$ cat src/rtl/stream_diff_pkg.sv
// Shared types and constants for the stream differencer.
// The STREAM_DIFF_SAT_EN build option uses the saturation limits defined here.
package stream_diff_pkg;

    localparam int DEFAULT_BITS = 16;

    typedef enum logic [0:0] {
        HIST_EMPTY  = 1'b0,
        HIST_PRIMED = 1'b1
    } hist_state_e;

    // Largest positive two's complement value of a given width.
    function automatic logic signed [63:0] sat_max(input int bits);
        return (64'sd1 <<< (bits - 1)) - 64'sd1;
    endfunction

    // Most negative two's complement value of a given width.
    function automatic logic signed [63:0] sat_min(input int bits);
        return -(64'sd1 <<< (bits - 1));
    endfunction

endpackage

$ cat src/rtl/stream_diff_sub_core.sv
// Combinational BITS-wide subtractor with signed overflow detection.
// Overflowed results are clamped when STREAM_DIFF_SAT_EN is defined; otherwise they wrap.
module sub_core
    import stream_diff_pkg::*;
#(
    parameter int BITS = DEFAULT_BITS
) (
    input  logic [BITS-1:0] minuend,
    input  logic [BITS-1:0] subtrahend,
    output logic [BITS-1:0] result,
    output logic            ovf
);

`ifdef STREAM_DIFF_SAT_EN
    localparam logic signed [63:0] MAX_WIDE = sat_max(BITS);
    localparam logic signed [63:0] MIN_WIDE = sat_min(BITS);
    localparam logic [BITS-1:0]    SAT_MAX  = MAX_WIDE[BITS-1:0];
    localparam logic [BITS-1:0]    SAT_MIN  = MIN_WIDE[BITS-1:0];
`endif

    logic [BITS-1:0] wrap_s;

    // Wrapped difference, overflow flag and optional clamp.
    always_comb begin
        wrap_s = minuend - subtrahend;
        ovf    = (minuend[BITS-1] != subtrahend[BITS-1]) &&
                 (wrap_s[BITS-1] != minuend[BITS-1]);
`ifdef STREAM_DIFF_SAT_EN
        if (ovf) begin
            // A negative minuend can only overflow downwards.
            if (minuend[BITS-1]) begin
                result = SAT_MIN;
            end else begin
                result = SAT_MAX;
            end
        end else begin
            result = wrap_s;
        end
`else
        result = wrap_s;
`endif
    end

endmodule

$ cat src/rtl/stream_differencer.sv
// First-difference filter y[n] = x[n] - x[n-1] with a two-stage valid/ready pipeline.
// Define STREAM_DIFF_SAT_EN to saturate overflowed results instead of wrapping them.
module stream_differencer
    import stream_diff_pkg::*;
#(
    parameter int BITS = DEFAULT_BITS
) (
    input  logic            clk,
    input  logic            rst,
    input  logic            in_valid,
    output logic            in_ready,
    input  logic [BITS-1:0] in_data,
    input  logic            in_first,
    output logic            out_valid,
    input  logic            out_ready,
    output logic [BITS-1:0] out_data,
    output logic            out_ovf
);

    hist_state_e     state_r;
    hist_state_e     state_nxt_s;
    logic            s1_valid_r;
    logic [BITS-1:0] s1_cur_r;
    logic [BITS-1:0] s1_prev_r;
    logic [BITS-1:0] hist_r;
    logic [BITS-1:0] prev_sel_s;
    logic [BITS-1:0] diff_s;
    logic            ovf_s;
    logic            accept_s;
    logic            advance_s;

    assign advance_s = s1_valid_r && (!out_valid || out_ready);
    assign in_ready  = !s1_valid_r || advance_s;
    assign accept_s  = in_valid && in_ready;

    // History FSM next state and selection of the x[n-1] operand.
    always_comb begin
        state_nxt_s = state_r;
        prev_sel_s  = hist_r;
        case (state_r)
            HIST_EMPTY: begin
                prev_sel_s = {BITS{1'b0}};
                if (accept_s) begin
                    state_nxt_s = HIST_PRIMED;
                end else begin
                    state_nxt_s = HIST_EMPTY;
                end
            end
            HIST_PRIMED: begin
                state_nxt_s = HIST_PRIMED;
                if (in_first) begin
                    prev_sel_s = {BITS{1'b0}};
                end else begin
                    prev_sel_s = hist_r;
                end
            end
            default: begin
                state_nxt_s = HIST_EMPTY;
                prev_sel_s  = {BITS{1'b0}};
            end
        endcase
    end

    // History FSM state register.
    always_ff @(posedge clk) begin
        if (rst) begin
            state_r <= HIST_EMPTY;
        end else begin
            state_r <= state_nxt_s;
        end
    end

    // Stage 1: capture operands and update the history register on acceptance.
    always_ff @(posedge clk) begin
        if (rst) begin
            s1_valid_r <= 1'b0;
            s1_cur_r   <= {BITS{1'b0}};
            s1_prev_r  <= {BITS{1'b0}};
            hist_r     <= {BITS{1'b0}};
        end else if (accept_s) begin
            s1_valid_r <= 1'b1;
            s1_cur_r   <= in_data;
            s1_prev_r  <= prev_sel_s;
            hist_r     <= in_data;
        end else if (advance_s) begin
            s1_valid_r <= 1'b0;
        end
    end

    sub_core #(
        .BITS(BITS)
    ) u_sub_core (
        .minuend   (s1_cur_r),
        .subtrahend(s1_prev_r),
        .result    (diff_s),
        .ovf       (ovf_s)
    );

    // Stage 2: output register, held while the consumer stalls.
    always_ff @(posedge clk) begin
        if (rst) begin
            out_valid <= 1'b0;
            out_data  <= {BITS{1'b0}};
            out_ovf   <= 1'b0;
        end else if (advance_s) begin
            out_valid <= 1'b1;
            out_data  <= diff_s;
            out_ovf   <= ovf_s;
        end else if (out_ready) begin
            out_valid <= 1'b0;
        end
    end

endmodule

$ cat config.mk
export PLATFORM = sky130hd
export DESIGN_NAME = stream_differencer
export DESIGN_NICKNAME = d
export VERILOG_FILES = /design/src/rtl/stream_diff_pkg.sv /design/src/rtl/stream_diff_sub_core.sv /design/src/rtl/stream_differencer.sv
export SDC_FILE = /design/constraint.sdc
export NUM_CORES = 1
export LEC_CHECK = 0
export BUFFER_PORTS_ARGS = -buffer_cell sky130_fd_sc_hd__buf_2
export CORE_MARGIN = 3
export CORE_UTILIZATION = 40
export CTS_BUF_LIST = sky130_fd_sc_hd__clkbuf_8 sky130_fd_sc_hd__clkbuf_16
export DETAILED_ROUTE_END_ITERATION = 16
export GPL_TIMING_DRIVEN = 0
export SLEW_MARGIN = 10
export SYNTH_ARGS = -nofsm -noshare
export SYNTH_HDL_FRONTEND = slang
export SYNTH_SLANG_ARGS = --single-unit
$ cat constraint.sdc
create_clock -name clk -period 2.55 [get_ports clk]
set_input_delay 0.255 -clock clk [delete_from_list [all_inputs] [get_ports clk]]
set_output_delay 0.255 -clock clk [all_outputs]
set_load 0.02 [all_outputs]
Word-level counts from Yosys, hierarchy flattened
Index checks and enable logic that the tools add are counted.
{"block": "totals", "ff_bits": 52, "input_bits": 21, "out_inout_bits": 19, "word_cells": 28}
{"block": "op_classes", "muxes": 8, "reduce_logical": 9, "bitwise": 1, "add_sub_neg": 1, "n_eq_ne": 2}
{"cell": "case mux 16 bit (2 select lines)", "n": 1}
{"cell": "2-to-1 mux 16 bit", "n": 1}
{"cell": "subtractor 16 bit", "n": 1}
{"cell": "2-to-1 mux 1 bit", "n": 5}
{"cell": "nonzero test 2 bit", "n": 2}
{"cell": "logical AND 1 bit", "n": 3}
{"cell": "logical NOT 1 bit", "n": 2}
{"cell": "logical OR 1 bit", "n": 2}
{"cell": "inequality test 1 bit", "n": 2}
{"cell": "case mux 1 bit (2 select lines)", "n": 1}
{"cell": "NOT 1 bit", "n": 1}

Longest topological paths before layout
{"block": "depth", "ltp_word": 7, "depth_mapped": 8, "ltp_nobuf": 8}

Modules after synthesis
From an unflattened synthesis, not the netlist that was laid out.
{"block": "unflattened", "cells_unflattened": 360, "area_unflattened_um2": 2937.8}
{"mod": "stream_differencer", "n_inst": 1, "cells_per_inst": 235, "area_per_inst_um2": 2083.2, "seq_area_each_um2": 1041.0}
{"mod": "sub_core", "n_inst": 1, "cells_per_inst": 125, "area_per_inst_um2": 854.6, "seq_area_each_um2": 0.0}

Worst setup path before layout
Ideal clock, no wire load.
{"block": "synth_path", "kind": "flip-flop to flip-flop", "from": "reg hist_r[0] (netlist name)", "to": "reg out_data[12]", "path_buffers": 0, "arrival_time_ns": 2.059, "required_time_ns": 2.433, "path_slack_ns": 0.374, "synth_period_minus_slack_ns": 2.176, "setup_time_ns": 0.117, "path_stages_with_launch": 9, "path_cell_list": "dfxtp_1 -> inv_1 -> ha_1 -> fa_1 -> and2b_1 -> o2111ai_2 -> a211o_1 -> a31o_1 -> a32o_1"}
{"element": "end signal, assigned", "line": "stream_differencer.sv:103", "rtl": "out_data <= {BITS{1'b0}};"}
{"element": "end signal, assigned", "line": "stream_differencer.sv:107", "rtl": "out_data <= diff_s;"}
{"element": "end, declared", "line": "stream_differencer.sv:16", "rtl": "output logic [BITS-1:0] out_data,"}

==> metrics.txt <==
adder and majority cell fraction of the synthesized area=7.63%; first-pass GRT wire length=11.0 mm; setup TNS=0 ns; clk_skew=0.00511 ns; R2R depth=8; Starting Density=42.2%; P&R area growth vs syn=15.2%; hold-fix buffer count after cts=0; commonest cells in the synthesized netlist=nand2_1 (65), a21oi_1 (52), dfxtp_1 (52); Port Buffers=39; Fmax=419 MHz; synth warn=0; post-route cell area=0.00314 mm2; die area=0.00783 mm2; hold path cells=3; critical path's slowest cell=fa_1; Chip Height=88.5 um; Seq/Total Area, Yosys=38.2%; fin. max-slew vios=0; filler instances=700; cell taking the most area after synthesis=dfxtp_1; initial antenna violation count=0; Setup Buffers After CTS=0; Clock Tree Buf Depth=2; clk_lat worst skew=0.31 ns; core area=0.00646 mm2; Placed Area=0.00301 mm2; EDFF count, synth=0; Root Buffer=clkbuf_8; Power Density=600 mW/mm2; critical path data arrival time=2.60 ns; Final ANT Viol Nets=0; Via-to-Cell Ratio=5.29; largest net degree at the start of global routing=17; XOR/XNOR Fraction of Synth Area=0.322%; Yosys cell types=46; FF+latch count, synth=52; Min Hold Slack=0.165 ns; via count=2,517; WL/cell=14.2 um; Worst Hold Class=in -> reg; Crit Path Max Fanout=5; total grt overflow=0; layout net count=435; most common cell in the netlist=nand2_1; DRC=0; worst r2r src=hist_r[0]$_SDFFE_PP0P_; dpl ws=0.173 ns; origin of the worst min-delay path=in_data[5]; GRT Resource Usage Total=18.1%; Worst R2R Setup Slack=0.16 ns; Mapped Area=0.00272 mm2; final period utilization=93.7%; Worst slew margin=56.5%; Setup CP Type=reg -> reg; Detailed Place HPWL=5.19 mm; Crit Reg-Reg Endpoint=out_data[12]$_SDFFE_PP0P_; CTS clk-pin slew, worst paths=0.10 ns; simple logic cell fraction of the synthesized area=25.5%; GPL Wtd Cong=0.810; Detailed Route WL=6.75 mm; Total Power=1880 uW; Num CTS Buffers=5; final hold vios=0; mux share of post-synthesis cell area=0.368%; Final WS setup=0.161 ns; CP top delay family=compound AO/OA/AOI/OAI gates; RSZ-0062 raised after global routing=false; main combinational cell family by area after synthesis=simple AND/OR/NAND/NOR gates; Setup violations, final=0; maximum vdd drop=247 uV; share of layout cells above drive strength 1=13.8%; Mapped Nets=389; TritonRoute pass-1 iters=4; Synth Flop Type=dfxtp_1; crit end category=register; Post-Syn Area per Cell=7.73 um2; IO Pins=40; CTS HTree Levels=2; synthesized instance count=352; min Tclk post-route=2.39 ns; CP bufs+invs=1; largest cells by area after synthesis=dfxtp_1 (38%), a21oi_1 (9.6%), nand2_1 (9.0%); LEAKAGE=0.00124 uW; # resized after CTS=0; share of the synthesized area in the top cell type=38.2%; Hold Path End=hist_r[5]$_SDFFE_PP0P_; Critical Path RT=2.76 ns; Sink Count=52; vias in the first global route=2,206; Cell Chain, Critical Path=inv_1, ha_1, fa_1, and2b_1, o2111ai_2, a211o_1, a31o_1, a32o_1; status=finished clean; Max-Cap Viols=0; TritonCTS clock tree=built; asr flop ratio synth=0%; n_diodes=0; width of the die=88.5 um; Worst path max stage delay=0.39 ns; post-synthesis compound-gate area fraction=22.4%; crit path launch type=register; FP Rows=29; Least-Margin Pin Slew=0.652 ns; DR iter-0 viols=99
-- layout make-up --
cell class	instances	area, um2	share of cell area, %
multi-input cells	262	1530	48.8
flip-flops and latches	52	1040	33.2
repair buffers	39	195	6.23
well taps	77	96.3	3.07
clock buffers	6	82.6	2.63
plain buffers	19	78.8	2.51
inverters	19	71.3	2.27
clock inverters	2	38.8	1.24
-- sequential cells by signal (all words and copies together) (netlist names) --
name,count
out_ovf,1
s1_valid_r,1
hist_r,16
out_valid,1
s1_prev_r,16
state_r,1
out_data,16
-- how the worst max path moves through the flow --
stage | from | end | slack (ns) | cells past startpoint
6_report | hist_r[0]$_SDFFE_PP0P_ | out_data[12]$_SDFFE_PP0P_ | 0.16 | 8
5_1_grt | hist_r[0]$_SDFFE_PP0P_ | out_data[12]$_SDFFE_PP0P_ | 0.05 | 8
4_1_cts | hist_r[0]$_SDFFE_PP0P_ | out_data[12]$_SDFFE_PP0P_ | 0.16 | 8
3_5_place_dp | hist_r[0]$_SDFFE_PP0P_ | out_data[12]$_SDFFE_PP0P_ | 0.17 | 8
3_3_place_gp | hist_r[0]$_SDFFE_PP0P_ | out_data[12]$_SDFFE_PP0P_ | 0.20 | 8
2_1_floorplan | hist_r[0]$_SDFFE_PP0P_ | out_data[12]$_SDFFE_PP0P_ | 0.37 | 8
-- layout by cell type, fill, tap and decap left out, types with 2 or more instances in the layout --
master / n
a211o_1: 2
a211oi_1: 5
a21o_1: 3
a21oi_1: 52
a21oi_2: 2
a32o_1: 3
and2_1: 2
buf_2: 39
clkbuf_1: 17
clkbuf_8: 6
dfxtp_1: 52
ha_1: 15
inv_1: 18
nand2_1: 65
nand3_1: 23
nand3b_1: 5
nand4_1: 7
nor2_1: 14
nor2b_1: 6
nor3_1: 7
nor4_1: 3
o21a_1: 4
o21ai_0: 13
o21ai_1: 3
or3_1: 6
or4_1: 3
-- where the power goes --
group / total [uW] / switching, uW / internal, uW
combinational: 387 / 242 / 145
sequential: 880 / 27.7 / 853
clock: 614 / 293 / 321
total: 1880 / 562 / 1320
-- logic make-up (layout without fill, tap and decap cells) --
family / after synthesis / count (layout)
xor gates and xnor gates: 1 / 1
adders and majority gates: 16 / 16
and+or+nand+nor: 146 / 146
AOI/OAI and AO/OA: 98 / 98
buffers and inverters: 38 / 85
DFF: 52 / 52
muxes: 1 / 1
-- per-layer routing --
| metal | vias to the layer above | global-route usage (%) | wire (um) |
|---|---|---|---|
| met5 | - | 0 | 0 |
| met1 | 1126 | 26.9 | 3490 |
| met3 | 8 | 2.89 | 302 |
| met4 | 0 | 5.08 | 89 |
| li1 | 1329 | - | - |
| met2 | 54 | 26.9 | 2870 |
-- worst min-delay path: cells and delay by family --
kind	cells	cell delay (ns)
buf+inv	1	0.09
compound gates	1	0.05
simple gates	1	0.04
-- stage by stage --
step	instances	util, %
3_3_place_gp	468	46.7
4_1_cts	476	48.5
5_1_grt	476	48.5
2_1_floorplan	352	-
6_report	476	48.5
3_5_place_dp	468	46.7
No activity file was read; power rests on OpenSTA's default activity.
